[config.mk]
export PLATFORM = sky130hd
export DESIGN_NAME = tdc_measurement_sequencer_flat
export DESIGN_NICKNAME = d
export VERILOG_FILES = /design/src/rtl/tdc_measurement_sequencer_pkg.sv /design/src/rtl/tdc_measurement_sequencer_if.sv /design/src/rtl/tdc_measurement_sequencer_fifo.sv /design/src/rtl/tdc_measurement_sequencer.sv /design/src/flat_wrapper.sv
export SDC_FILE = /design/constraint.sdc
export NUM_CORES = 1
export LEC_CHECK = 0
export CORE_AREA = 4 4 149 151
export CTS_CLUSTER_DIAMETER = 50
export DETAILED_ROUTE_END_ITERATION = 10
export DIE_AREA = 0 0 153 155
export GPL_ROUTABILITY_DRIVEN = 0
export MAX_ROUTING_LAYER = met4
export PLACE_DENSITY = 0.57
export SLEW_MARGIN = 20
export SYNTH_ARGS = -nofsm -noshare
export SYNTH_HDL_FRONTEND = slang
export SYNTH_SLANG_ARGS = --single-unit
[constraint.sdc]
create_clock -name clock -period 2.24 [get_ports clock]
set_input_delay 0.336 -clock clock [delete_from_list [all_inputs] [get_ports clock]]
set_output_delay 0.336 -clock clock [all_outputs]
set_load 0.02 [all_outputs]
[src/rtl/tdc_measurement_sequencer_pkg.sv]
// Shared types and constants for the TDC measurement sequencer.
// The optional build macro TDC_SEQ_AUTO_REARM_EN is consumed by the top module.
package tdc_seq_pkg;

  // Sequencer state encoding.
  typedef enum logic [2:0] {
    IDLE      = 3'd0,
    ARMING    = 3'd1,
    WAIT_HIT  = 3'd2,
    WAIT_FINE = 3'd3,
    PUSH      = 3'd4
  } seq_state_t;

  // Timeout records carry all ones; sliced to the timestamp width by users.
  localparam logic [63:0] TS_TIMEOUT_DATA = '1;

  // Timestamp width: coarse count concatenated above the fine code.
  function automatic int ts_width(input int coarse_bits, input int fine_bits);
    return coarse_bits + fine_bits;
  endfunction

endpackage

[src/rtl/tdc_measurement_sequencer_if.sv]
// Timestamp stream interface: valid/ready handshake plus payload.
interface tdc_measurement_sequencer_if #(
  parameter int DATA_W = 22
) ();
  logic              ts_valid;
  logic              ts_ready;
  logic [DATA_W-1:0] ts_data;
  logic              ts_timeout;

  modport master (output ts_valid, output ts_data, output ts_timeout, input ts_ready);
  modport slave  (input ts_valid, input ts_data, input ts_timeout, output ts_ready);
endinterface

[src/rtl/tdc_measurement_sequencer_fifo.sv]
// Small first-word-fall-through FIFO for {timeout, data} records with a
// sticky overflow flag. A push into a full FIFO is only dropped when no pop
// happens in the same cycle.
module tdc_seq_fifo #(
  parameter int DEPTH  = 4,
  parameter int DATA_W = 22
) (
  input  logic              clock,
  input  logic              reset,
  input  logic              push,
  input  logic [DATA_W-1:0] push_data,
  input  logic              push_timeout,
  input  logic              pop_ready,
  output logic              out_valid,
  output logic [DATA_W-1:0] out_data,
  output logic              out_timeout,
  input  logic              clear_overflow,
  output logic              overflow
);
  localparam int PTR_W = (DEPTH > 1) ? $clog2(DEPTH) : 1;
  localparam logic [PTR_W:0] DEPTH_CNT = (PTR_W + 1)'(DEPTH);

  logic [DATA_W:0]  mem [DEPTH];
  logic [PTR_W-1:0] wr_ptr_reg, rd_ptr_reg;
  logic [PTR_W:0]   count_reg;
  logic             overflow_reg;
  logic             empty, full, rd_en, wr_en, drop;
  logic [DATA_W:0]  head;

  assign empty = (count_reg == '0);
  assign full  = (count_reg == DEPTH_CNT);
  assign rd_en = !empty && pop_ready;
  assign wr_en = push && (!full || rd_en);
  assign drop  = push && full && !rd_en;
  assign head  = mem[rd_ptr_reg];

  // Head is forced to zero while empty so the idle bus reads as zero.
  assign out_valid   = !empty;
  assign out_data    = empty ? '0 : head[DATA_W-1:0];
  assign out_timeout = empty ? 1'b0 : head[DATA_W];
  assign overflow    = overflow_reg;

  // Storage array, written without reset.
  always_ff @(posedge clock) begin
    if (wr_en) mem[wr_ptr_reg] <= {push_timeout, push_data};
  end

  // Pointers, occupancy and sticky overflow (set beats clear).
  always_ff @(posedge clock or posedge reset) begin
    if (reset) begin
      wr_ptr_reg   <= '0;
      rd_ptr_reg   <= '0;
      count_reg    <= '0;
      overflow_reg <= 1'b0;
    end else begin
      if (wr_en) wr_ptr_reg <= wr_ptr_reg + 1'b1;
      if (rd_en) rd_ptr_reg <= rd_ptr_reg + 1'b1;
      case ({wr_en, rd_en})
        2'b10:   count_reg <= count_reg + 1'b1;
        2'b01:   count_reg <= count_reg - 1'b1;
        default: count_reg <= count_reg;
      endcase
      if (drop) overflow_reg <= 1'b1;
      else if (clear_overflow) overflow_reg <= 1'b0;
    end
  end
endmodule

[src/rtl/tdc_measurement_sequencer.sv]
// Sequences one fine TDC channel through measurement windows: arms the chain,
// counts coarse cycles until a hit or timeout, waits for the encoder, merges
// coarse and fine into a timestamp and queues it in a small FIFO.
// Optional: TDC_SEQ_AUTO_REARM_EN makes arm level-sensitive and re-arms
// straight from PUSH while arm is held.
module tdc_measurement_sequencer
  import tdc_seq_pkg::*;
#(
  parameter int FINE_BITS      = 6,
  parameter int COARSE_BITS    = 16,
  parameter int FINE_LATENCY   = 4,
  parameter int TIMEOUT_CYCLES = 4096,
  parameter int ARM_CYCLES     = 2,
  parameter int DEPTH          = 4
) (
  input  logic                 clock,
  input  logic                 reset,
  input  logic                 arm,
  input  logic                 hit_fired,
  input  logic [FINE_BITS-1:0] value_fine,
  output logic                 tdc_reset,
  output logic                 busy,
  tdc_measurement_sequencer_if.master ts_if,
  output logic                 overflow,
  input  logic                 clear_overflow
);
  localparam int TS_W   = ts_width(COARSE_BITS, FINE_BITS);
  localparam int ARM_W  = $clog2(ARM_CYCLES + 1);
  localparam int FINE_W = $clog2(FINE_LATENCY + 1);
  localparam logic [ARM_W-1:0]       ARM_LAST     = ARM_W'(ARM_CYCLES - 1);
  localparam logic [FINE_W-1:0]      FINE_LAST    = FINE_W'(FINE_LATENCY - 1);
  localparam logic [COARSE_BITS-1:0] TIMEOUT_LAST = COARSE_BITS'(TIMEOUT_CYCLES - 1);

  seq_state_t             state_reg;
  logic                   tdc_reset_reg, busy_reg, arm_prev_reg;
  logic [COARSE_BITS-1:0] coarse_reg, coarse_hit_reg;
  logic [ARM_W-1:0]       arm_cnt_reg;
  logic [FINE_W-1:0]      fine_cnt_reg;
  logic [TS_W-1:0]        pend_data_reg;
  logic                   pend_timeout_reg;
  logic                   start_req;
  logic [TS_W:0]          ts_wide;
  logic [TS_W-1:0]        ts_sat;

`ifdef TDC_SEQ_AUTO_REARM_EN
  assign start_req = arm;
`else
  assign start_req = arm && !arm_prev_reg;
`endif

  // coarse*2^FINE_BITS - fine with one guard bit; a borrow means the hit
  // landed before the first coarse tick, so clamp to zero.
  assign ts_wide = {1'b0, coarse_hit_reg, {FINE_BITS{1'b0}}}
                 - {{(COARSE_BITS + 1){1'b0}}, value_fine};
  assign ts_sat  = ts_wide[TS_W] ? '0 : ts_wide[TS_W-1:0];

  assign tdc_reset = tdc_reset_reg;
  assign busy      = busy_reg;

  // Measurement FSM with registered tdc_reset/busy.
  always_ff @(posedge clock or posedge reset) begin
    if (reset) begin
      state_reg        <= IDLE;
      tdc_reset_reg    <= 1'b1;
      busy_reg         <= 1'b0;
      arm_prev_reg     <= 1'b0;
      coarse_reg       <= '0;
      coarse_hit_reg   <= '0;
      arm_cnt_reg      <= '0;
      fine_cnt_reg     <= '0;
      pend_data_reg    <= '0;
      pend_timeout_reg <= 1'b0;
    end else begin
      arm_prev_reg <= arm;
      case (state_reg)
        IDLE: begin
          if (start_req) begin
            state_reg   <= ARMING;
            busy_reg    <= 1'b1;
            arm_cnt_reg <= '0;
            coarse_reg  <= '0;
          end
        end
        ARMING: begin
          if (arm_cnt_reg == ARM_LAST) begin
            state_reg     <= WAIT_HIT;
            tdc_reset_reg <= 1'b0;
          end else begin
            arm_cnt_reg <= arm_cnt_reg + 1'b1;
          end
        end
        WAIT_HIT: begin
          if (hit_fired) begin
            coarse_hit_reg <= coarse_reg;
            fine_cnt_reg   <= '0;
            state_reg      <= WAIT_FINE;
          end else if (coarse_reg == TIMEOUT_LAST) begin
            pend_data_reg    <= TS_TIMEOUT_DATA[TS_W-1:0];
            pend_timeout_reg <= 1'b1;
            tdc_reset_reg    <= 1'b1;
            state_reg        <= PUSH;
          end else begin
            coarse_reg <= coarse_reg + 1'b1;
          end
        end
        WAIT_FINE: begin
          if (fine_cnt_reg == FINE_LAST) begin
            pend_data_reg    <= ts_sat;
            pend_timeout_reg <= 1'b0;
            tdc_reset_reg    <= 1'b1;
            state_reg        <= PUSH;
          end else begin
            fine_cnt_reg <= fine_cnt_reg + 1'b1;
          end
        end
        PUSH: begin
`ifdef TDC_SEQ_AUTO_REARM_EN
          if (arm) begin
            state_reg   <= ARMING;
            arm_cnt_reg <= '0;
            coarse_reg  <= '0;
          end else begin
            state_reg <= IDLE;
            busy_reg  <= 1'b0;
          end
`else
          state_reg <= IDLE;
          busy_reg  <= 1'b0;
`endif
        end
        default: begin
          state_reg     <= IDLE;
          busy_reg      <= 1'b0;
          tdc_reset_reg <= 1'b1;
        end
      endcase
    end
  end

  tdc_seq_fifo #(
    .DEPTH  (DEPTH),
    .DATA_W (TS_W)
  ) u_fifo (
    .clock          (clock),
    .reset          (reset),
    .push           (state_reg == PUSH),
    .push_data      (pend_data_reg),
    .push_timeout   (pend_timeout_reg),
    .pop_ready      (ts_if.ts_ready),
    .out_valid      (ts_if.ts_valid),
    .out_data       (ts_if.ts_data),
    .out_timeout    (ts_if.ts_timeout),
    .clear_overflow (clear_overflow),
    .overflow       (overflow)
  );
endmodule

[src/flat_wrapper.sv]
// flat-port wrapper written by rule: the top's interface ports become plain ports
module tdc_measurement_sequencer_flat import tdc_seq_pkg::*;
#(
  parameter int FINE_BITS      = 6,
  parameter int COARSE_BITS    = 16,
  parameter int FINE_LATENCY   = 4,
  parameter int TIMEOUT_CYCLES = 4096,
  parameter int ARM_CYCLES     = 2,
  parameter int DEPTH          = 4
)
  (clock, reset, arm, hit_fired, value_fine, tdc_reset, busy, overflow, clear_overflow, ts_if_ts_valid, ts_if_ts_data, ts_if_ts_timeout, ts_if_ts_ready);
  tdc_measurement_sequencer_if ts_if_i ();
  input  logic clock;
  input  logic reset;
  input  logic arm;
  input  logic hit_fired;
  input  logic [FINE_BITS-1:0] value_fine;
  output logic tdc_reset;
  output logic busy;
  output logic overflow;
  input  logic clear_overflow;
  output wire logic [$bits(ts_if_i.ts_valid)-1:0] ts_if_ts_valid;
  output wire logic [$bits(ts_if_i.ts_data)-1:0] ts_if_ts_data;
  output wire logic [$bits(ts_if_i.ts_timeout)-1:0] ts_if_ts_timeout;
  input wire logic [$bits(ts_if_i.ts_ready)-1:0] ts_if_ts_ready;
  assign ts_if_ts_valid = ts_if_i.ts_valid;
  assign ts_if_ts_data = ts_if_i.ts_data;
  assign ts_if_ts_timeout = ts_if_i.ts_timeout;
  assign ts_if_i.ts_ready = ts_if_ts_ready;
  tdc_measurement_sequencer #(.FINE_BITS(FINE_BITS), .COARSE_BITS(COARSE_BITS), .FINE_LATENCY(FINE_LATENCY), .TIMEOUT_CYCLES(TIMEOUT_CYCLES), .ARM_CYCLES(ARM_CYCLES), .DEPTH(DEPTH)) u_core (.clock(clock), .reset(reset), .arm(arm), .hit_fired(hit_fired), .value_fine(value_fine), .tdc_reset(tdc_reset), .busy(busy), .ts_if(ts_if_i), .overflow(overflow), .clear_overflow(clear_overflow));
endmodule
# Word-level counts from Yosys, hierarchy flattened
# Memories as Yosys holds them, arrays and structs flattened.
# Cells that the tools add are included.
[word_totals] reg_bits=74 ram_bits=92 input_bits=12 output_inout_bits=27 n_memories=1
[op_classes] addsub=8 eq_ne=20 muxes=37 bitwise=2 n_reduce_logical=27
[mem_list] memory="u_core.u_fifo.mem" words=4 word_bits=23 read_ports=1 rd_clocked_by_memory_dff=0 wr=1 line_no="tdc_measurement_sequencer_fifo.sv:23" source="logic [DATA_W:0] mem [DEPTH];"
[ops] op="$mux W22" count=5
[ops] op="$mux W16" count=3
[ops] op="$pmux W22 S2" count=1
[ops] op="$pmux W16 S2" count=1
[ops] op="$sub A22 B6 Y23" count=1
[ops] op="$mux W3" count=7
[ops] op="$add A16 B1 Y16 const B" count=1
[ops] op="$eq A16 B12 Y1 const B" count=1
[ops] op="$pmux W3 S2" count=2
[ops] op="$pmux W3 S4" count=1
[ops] op="$reduce_and A4 Y1" count=3
[ops] op="$mux W1" count=11
[ops] op="$ne A2 B2 Y1 const B" count=5
[ops] op="$reduce_bool A2 Y1" count=5
[ops] op="$eq A3 B2 Y1 const B" count=3
[ops] op="$ne A2 B1 Y1 const B" count=4
[ops] op="$add A2 B1 Y2 const B" count=3
[ops] op="$add A3 B1 Y3 const B" count=2
[ops] op="$eq A3 B3 Y1 const B" count=2
[ops] op="$logic_not A3 Y1" count=2
[ops] op="$reduce_and A3 Y1" count=2
[ops] op="$logic_and A1 B1 Y1" count=5
[ops] op="$reduce_and A5 Y1" count=1
[ops] op="$eq A2 B1 Y1 const B" count=2
[ops] op="other kinds (14)" count=21

# Depth between registers and ports, before layout
[depth] ltp_word=7 ltp_mapped=11 depth_no_buf=9

# Modules after synthesis
# Synthesis repeated with hierarchy kept, for this count alone.
[hier_totals] cells_unflattened=535 hier_area_um2=7444.6
[by_module_without_submodules] mod="tdc_seq_fifo" instances=1 cells_each=202 area_each_um2=4053.9 seq_area_each_um2=2962.8
[by_module_without_submodules] mod="tdc_measurement_sequencer" instances=1 cells_each=333 area_each_um2=3390.8 seq_area_each_um2=1652.8

# Worst setup path after synthesis
# OpenSTA, ideal clock, no wires.
[synth_path] kind="reg-to-reg" start="register u_core.u_fifo.count_reg[1]" end="register u_core.u_fifo.count_reg[2]" setup_time_ns=0.079 arrival_time_ns=2.391 slack_ns=-0.230 path_stages_with_launch=11 path_buffers=1 synth_period_minus_slack_ns=2.470 cell_sequence="dfrtp_1 > or4b_2 > and3_1 > clkbuf_1 > inv_1 > ha_1 > inv_1 > fa_1 > xor2_1 > nor2_1 > xor2_1"
[synth_via] elab_chain_len=7
[synth_lines] element="start: declaration" line_no="tdc_measurement_sequencer_fifo.sv:25" source="logic [PTR_W:0] count_reg;"
[synth_lines] element="start signal: assignment" line_no="tdc_measurement_sequencer_fifo.sv:59" source="2'b10: count_reg <= count_reg + 1'b1;"
[synth_lines] element="start signal: assignment" line_no="tdc_measurement_sequencer_fifo.sv:60" source="2'b01: count_reg <= count_reg - 1'b1;"
[synth_lines] element="start signal: assignment" line_no="tdc_measurement_sequencer_fifo.sv:61" source="default: count_reg <= count_reg;"
[synth_lines] element="$logic_not A3 Y1" line_no="tdc_measurement_sequencer_fifo.sv:30" source="assign empty = (count_reg == '0);"
[synth_lines] element="$logic_not A1 Y1" line_no="tdc_measurement_sequencer_fifo.sv:32" source="assign rd_en = !empty && pop_ready;"
[synth_lines] element="$logic_and A1 B1 Y1" line_no="tdc_measurement_sequencer_fifo.sv:32"
[synth_lines] element="$logic_or A1 B1 Y1" line_no="tdc_measurement_sequencer_fifo.sv:33" source="assign wr_en = push && (!full || rd_en);"
[synth_lines] element="$logic_and A1 B1 Y1" line_no="tdc_measurement_sequencer_fifo.sv:33"
[synth_lines] element="$eq A2 B1 Y1 or $eq A2 B2 Y1 (tied branches)" line_no="tdc_measurement_sequencer_fifo.sv:58" source="case ({wr_en, rd_en})"
[synth_lines] element="$pmux W3 S2 or $reduce_bool A2 Y1 (tied branches)"
# Several ways; a longest one is shown, not always the timed one.
# A chain may end at the register's enable or synchronous reset.

# Worst setup path in the final report
[layout_path] start="register u_core.u_fifo.rd_ptr_reg[0]" end="output port ts_if_ts_data[6]"
[layout_via] elab_chain_len=2
[layout_lines] element="start: declaration" line_no="tdc_measurement_sequencer_fifo.sv:24" source="logic [PTR_W-1:0] wr_ptr_reg, rd_ptr_reg;"
[layout_lines] element="start signal: assignment" line_no="tdc_measurement_sequencer_fifo.sv:57" source="if (rd_en) rd_ptr_reg <= rd_ptr_reg + 1'b1;"
[layout_lines] element="$mem_v2 Z4 W23"
[layout_lines] element="$mux W22" line_no="tdc_measurement_sequencer_fifo.sv:39" source="assign out_data = empty ? '0 : head[DATA_W-1:0];"
[layout_lines] element="end: declaration" line_no="flat_wrapper.sv:23" source="output wire logic [$bits(ts_if_i.ts_data)-1:0] ts_if_ts_data;"
# Every way passes these cells.

==> impl_metrics.sql <==
INSERT INTO impl_metrics (metric_group, metric, value, unit) VALUES
('status', 'run_status', 'finished with violations', ''),
('status', 'failing_checks', 'negative setup slack', ''),
('yosys', 'synth.ff_latch_count', '166', ''),
('clock_network', 'path_clk_slew', '0.07', 'ns'),
('placed_design', 'detailed_place.area', '8450', 'sq um'),
('global_routing', 'grt_pass1_wl', '24.4', 'mm'),
('timing', 'post-route-min-period', '2.27', 'ns'),
('cells_and_area', 'most_common_library_cell_in_the_layout_ignoring_fill_and_taps', 'sky130_fd_sc_hd__edfxtp_1', ''),
('yosys', 'synthesis.instances', '545', ''),
('hold_path', 'min_path_type', 'in -> async', ''),
('setup_path', 'timing.critical_path.to_type', 'output pin', ''),
('setup_path', 'timing.rr.end', 'u_core.u_fifo.count_reg[2]', ''),
('setup_path', 'worst_path_max_delay_cell', 'sky130_fd_sc_hd__mux4_2', ''),
('job', 'max_cap_viol_count', '0', ''),
('power_and_ir_drop', 'power.internal', '0.00784', 'W'),
('setup_path', 'critical-path-top-delay-family', 'multiplexers', ''),
('cells_and_area', 'area.growth.synth_to_final', '24.7', '%'),
('clock_network', 'cts-htree-levels', '4', ''),
('placed_design', 'dpl_worst_slack', '-0.264', 'ns'),
('global_routing', 'first_global_vias', '4799', ''),
('setup_path', 'timing.critical_path.from_type', 'flop', ''),
('setup_path', 'worstPathCellList', 'buf_12 > clkbuf_16 > mux4_2 > and2_4 > buf_6', ''),
('placed_design', 'portBuffers', '38', ''),
('route', 'detail_route.first_pass.iterations', '6', ''),
('route', 'detailroute.via_count', '4575', ''),
('clock_network', 'latest_clock_arrival_within_the_worst_skew_pair', '0.42', 'ns'),
('power_and_ir_drop', 'power.static_leakage', '3.53', 'nW'),
('floorplanning', 'pin_count', '39', ''),
('clock_network', 'clock_root_buffer', 'sky130_fd_sc_hd__clkbuf_16', ''),
('power_and_ir_drop', 'total_power', '0.0115', 'W'),
('timing', 'max-slew-margin-rel', '66.6', '%'),
('power_and_ir_drop', 'netSwitchingFraction', '32.0', '%'),
('cells_and_area', 'final_net_count', '650', ''),
('setup_path', 'critPathMaxStageDelay', '0.50', 'ns'),
('yosys', 'seq_area_frac_synth', '62.5', '%'),
('power_and_ir_drop', 'clockPowerShare', '25.1', '%'),
('setup_path', 'critical_path_required', '1.90', 'ns'),
('timing', 'max_clock_freq', '441', 'MHz'),
('global_routing', 'grt_use_total', '13.2', '%'),
('floorplanning', 'std_cell_rows', '53', ''),
('timing', 'tightestPinTransition', '0.501', 'ns'),
('timing', 'grt_setup_unrepaired', 'true', ''),
('clock_network', 'tritoncts.num_buffers', '17', ''),
('route', 'drt_drc_violations_left', '0', ''),
('route', 'detail_route.wirelength', '14.6', 'mm'),
('power_and_ir_drop', 'comb_power_share', '38.7', '%'),
('cells_and_area', 'layout_common_cells', '92 x sky130_fd_sc_hd__edfxtp_1, 72 x sky130_fd_sc_hd__dfrtp_1, 38 x sky130_fd_sc_hd__buf_4', ''),
('yosys', 'yosysWarningCount', '0', ''),
('setup_path', 'worst-setup-path-type', 'reg -> out', ''),
('floorplanning', 'placeableCoreArea', '20800', 'sq um'),
('floorplanning', 'die-area', '23700', 'sq um'),
('setup_path', 'worst-path-stages', '5', ''),
('yosys', 'post_synthesis_cell_area', '7390', 'sq um'),
('power_and_ir_drop', 'ir_drop', '500', 'uV'),
('power_and_ir_drop', 'net-switching-power', '0.00369', 'W'),
('global_routing', 'number_of_antenna_violations_at_the_first_check_in_global_routing', '0', ''),
('floorplanning', 'dieHeight', '155', 'um'),
('cells_and_area', 'antenna_cells_inserted', '0', ''),
('placed_design', 'estimated_wirelength_of_the_detail_placed_design', '9.70', 'mm'),
('setup_path', 'reg2reg_from', 'u_core.u_fifo.count_reg[0]', ''),
('global_routing', 'globalRouteOverflowTotal', '0', ''),
('setup_path', 'critPathArrivalTime', '1.93', 'ns'),
('route', 'antenna_violating_nets_post_route', '0', ''),
('timing', 'final_worst_path_cycle_share', '101', '%'),
('cells_and_area', 'design_area', '9210', 'sq um'),
('power_and_ir_drop', 'power_density_over_the_cells', '1250', 'nW/um^2'),
('clock_network', 'cts_tree', 'done', ''),
('timing', 'setup_viol_count_final', '10', ''),
('floorplanning', 'floorplan.initialDensity', '35.5', '%'),
('timing', 'setup_ws', '-0.0258', 'ns'),
('yosys', 'dominantRegCellSynth', 'sky130_fd_sc_hd__edfxtp_1', '');
[synth_stat cells, drive strengths merged, types with 4 or more instances]
cell type | instances | area [sq um]
mux4 | 23 | 518
nand2b | 6 | 37.5
xnor2 | 15 | 131
nor2 | 35 | 131
and2 | 31 | 194
mux2 | 14 | 158
dfrtp | 73 | 1830
and3 | 9 | 56.3
and4 | 5 | 46.3
edfxtp | 92 | 2760
nor3 | 10 | 66.3
a21oi | 24 | 120
nand4 | 5 | 46.3
nor2b | 4 | 25.0
ha | 10 | 125
nor4 | 5 | 52.6
o22ai | 8 | 50.1
clkbuf | 12 | 45.0
o21ai | 24 | 124
nand2 | 29 | 111
or3 | 9 | 61.3
nand3 | 17 | 85.1
buf | 14 | 76.3
inv | 20 | 75.1
xor2 | 7 | 61.3
[per-stage QoR]
step	TNS (ns)	utilization, %	hold WS [ns]	std cells
final	-0.150	44.2	0.315	915
after global routing	-0.694	44.2	0.347	915
after CTS	-0.725	43.8	0.333	914
after detailed placement	-0.918	40.6	0.488	877
after global placement	-0.579	40.6	0.462	877
after floorplan	0	-	0.367	545
[worst reg2reg max path, cell delays in order (launching register included)]
cell and delay [ns]:
sky130_fd_sc_hd__dfrtp_1 0.39, sky130_fd_sc_hd__or4b_4 0.53, sky130_fd_sc_hd__and3_4 0.19, sky130_fd_sc_hd__inv_2 0.06, sky130_fd_sc_hd__ha_4 0.13, sky130_fd_sc_hd__inv_1 0.05, sky130_fd_sc_hd__fa_2 0.33, sky130_fd_sc_hd__xor2_1 0.14
sky130_fd_sc_hd__nor2_1 0.12, sky130_fd_sc_hd__xor2_1 0.15
[cell families (layout without fill, tap and decap cells)]
group,count (synthesis),after routing,synth area share [%]
AND/OR/NAND/NOR,177,177,13.7
buffers and inverters,46,141,2.66
XOR/XNOR,22,22,2.61
AO/OA/AOI/OAI,83,83,7.08
adder cells (fa/ha/maj),11,11,1.96
multiplexers,40,40,9.55
flip-flops,166,166,62.5
[routing by layer]
layer / vias to the layer above / track usage [%] / wire length, um
met5: - / - / 0
met4: 0 / 4.67 / 176
met3: 19 / 2.50 / 415
met2: 64 / 22.0 / 7360
met1: 2298 / 16.3 / 6670
li1: 2194 / - / -
[final cells by class]
| class | count | area, sq um |
|---|---|---|
| clock buffers | 18 | 429 |
| clock inverters | 14 | 168 |
| fillers | 1893 | 11600 |
| inverters | 20 | 75.1 |
| multi-input cells | 333 | 2650 |
| flip-flops and latches | 166 | 4620 |
| well taps | 275 | 344 |
| repair buffers | 89 | 931 |
[worst max-delay path by stage]
stage / start / endpoint / slack, ns
6_report: u_core.u_fifo.rd_ptr_reg[0] / ts_if_ts_data[6] / -0.03
5_1_grt: u_core.u_fifo.rd_ptr_reg[0] / ts_if_ts_data[13] / -0.07
4_1_cts: u_core.u_fifo.rd_ptr_reg[0] / ts_if_ts_data[11] / -0.10
3_5_place_dp: ts_if_ts_ready / u_core.u_fifo.count_reg[2] / -0.26
3_3_place_gp: ts_if_ts_ready / u_core.u_fifo.count_reg[2] / -0.22
2_1_floorplan: u_core.u_fifo.count_reg[0] / u_core.u_fifo.count_reg[2] / 0.01
[power groups by stage]
stage / combinational, W / clock (W) / sequential (W)
finish: 0.00447 / 0.00290 / 0.00417
global route: 0.00488 / 0.00313 / 0.00424
CTS: 0.00426 / 0.00297 / 0.00418
detailed placement: 0.00402 / 0 / 0.00423
global placement: 0.00397 / 0 / 0.00419
floorplan: 0.00264 / 0 / 0.00409
[what timing repair did]
item / 4_1_cts / 5_1_grt
endpoints found under the hold margin: 0 / 0
pin swaps: 0 / 3
buffers inserted: 4 / 1
setup endpoints to repair: 24 / 22
resized for setup: 124 / 32
cloned: 1 / 1
Note: power is estimated with default switching activity, not from simulation.
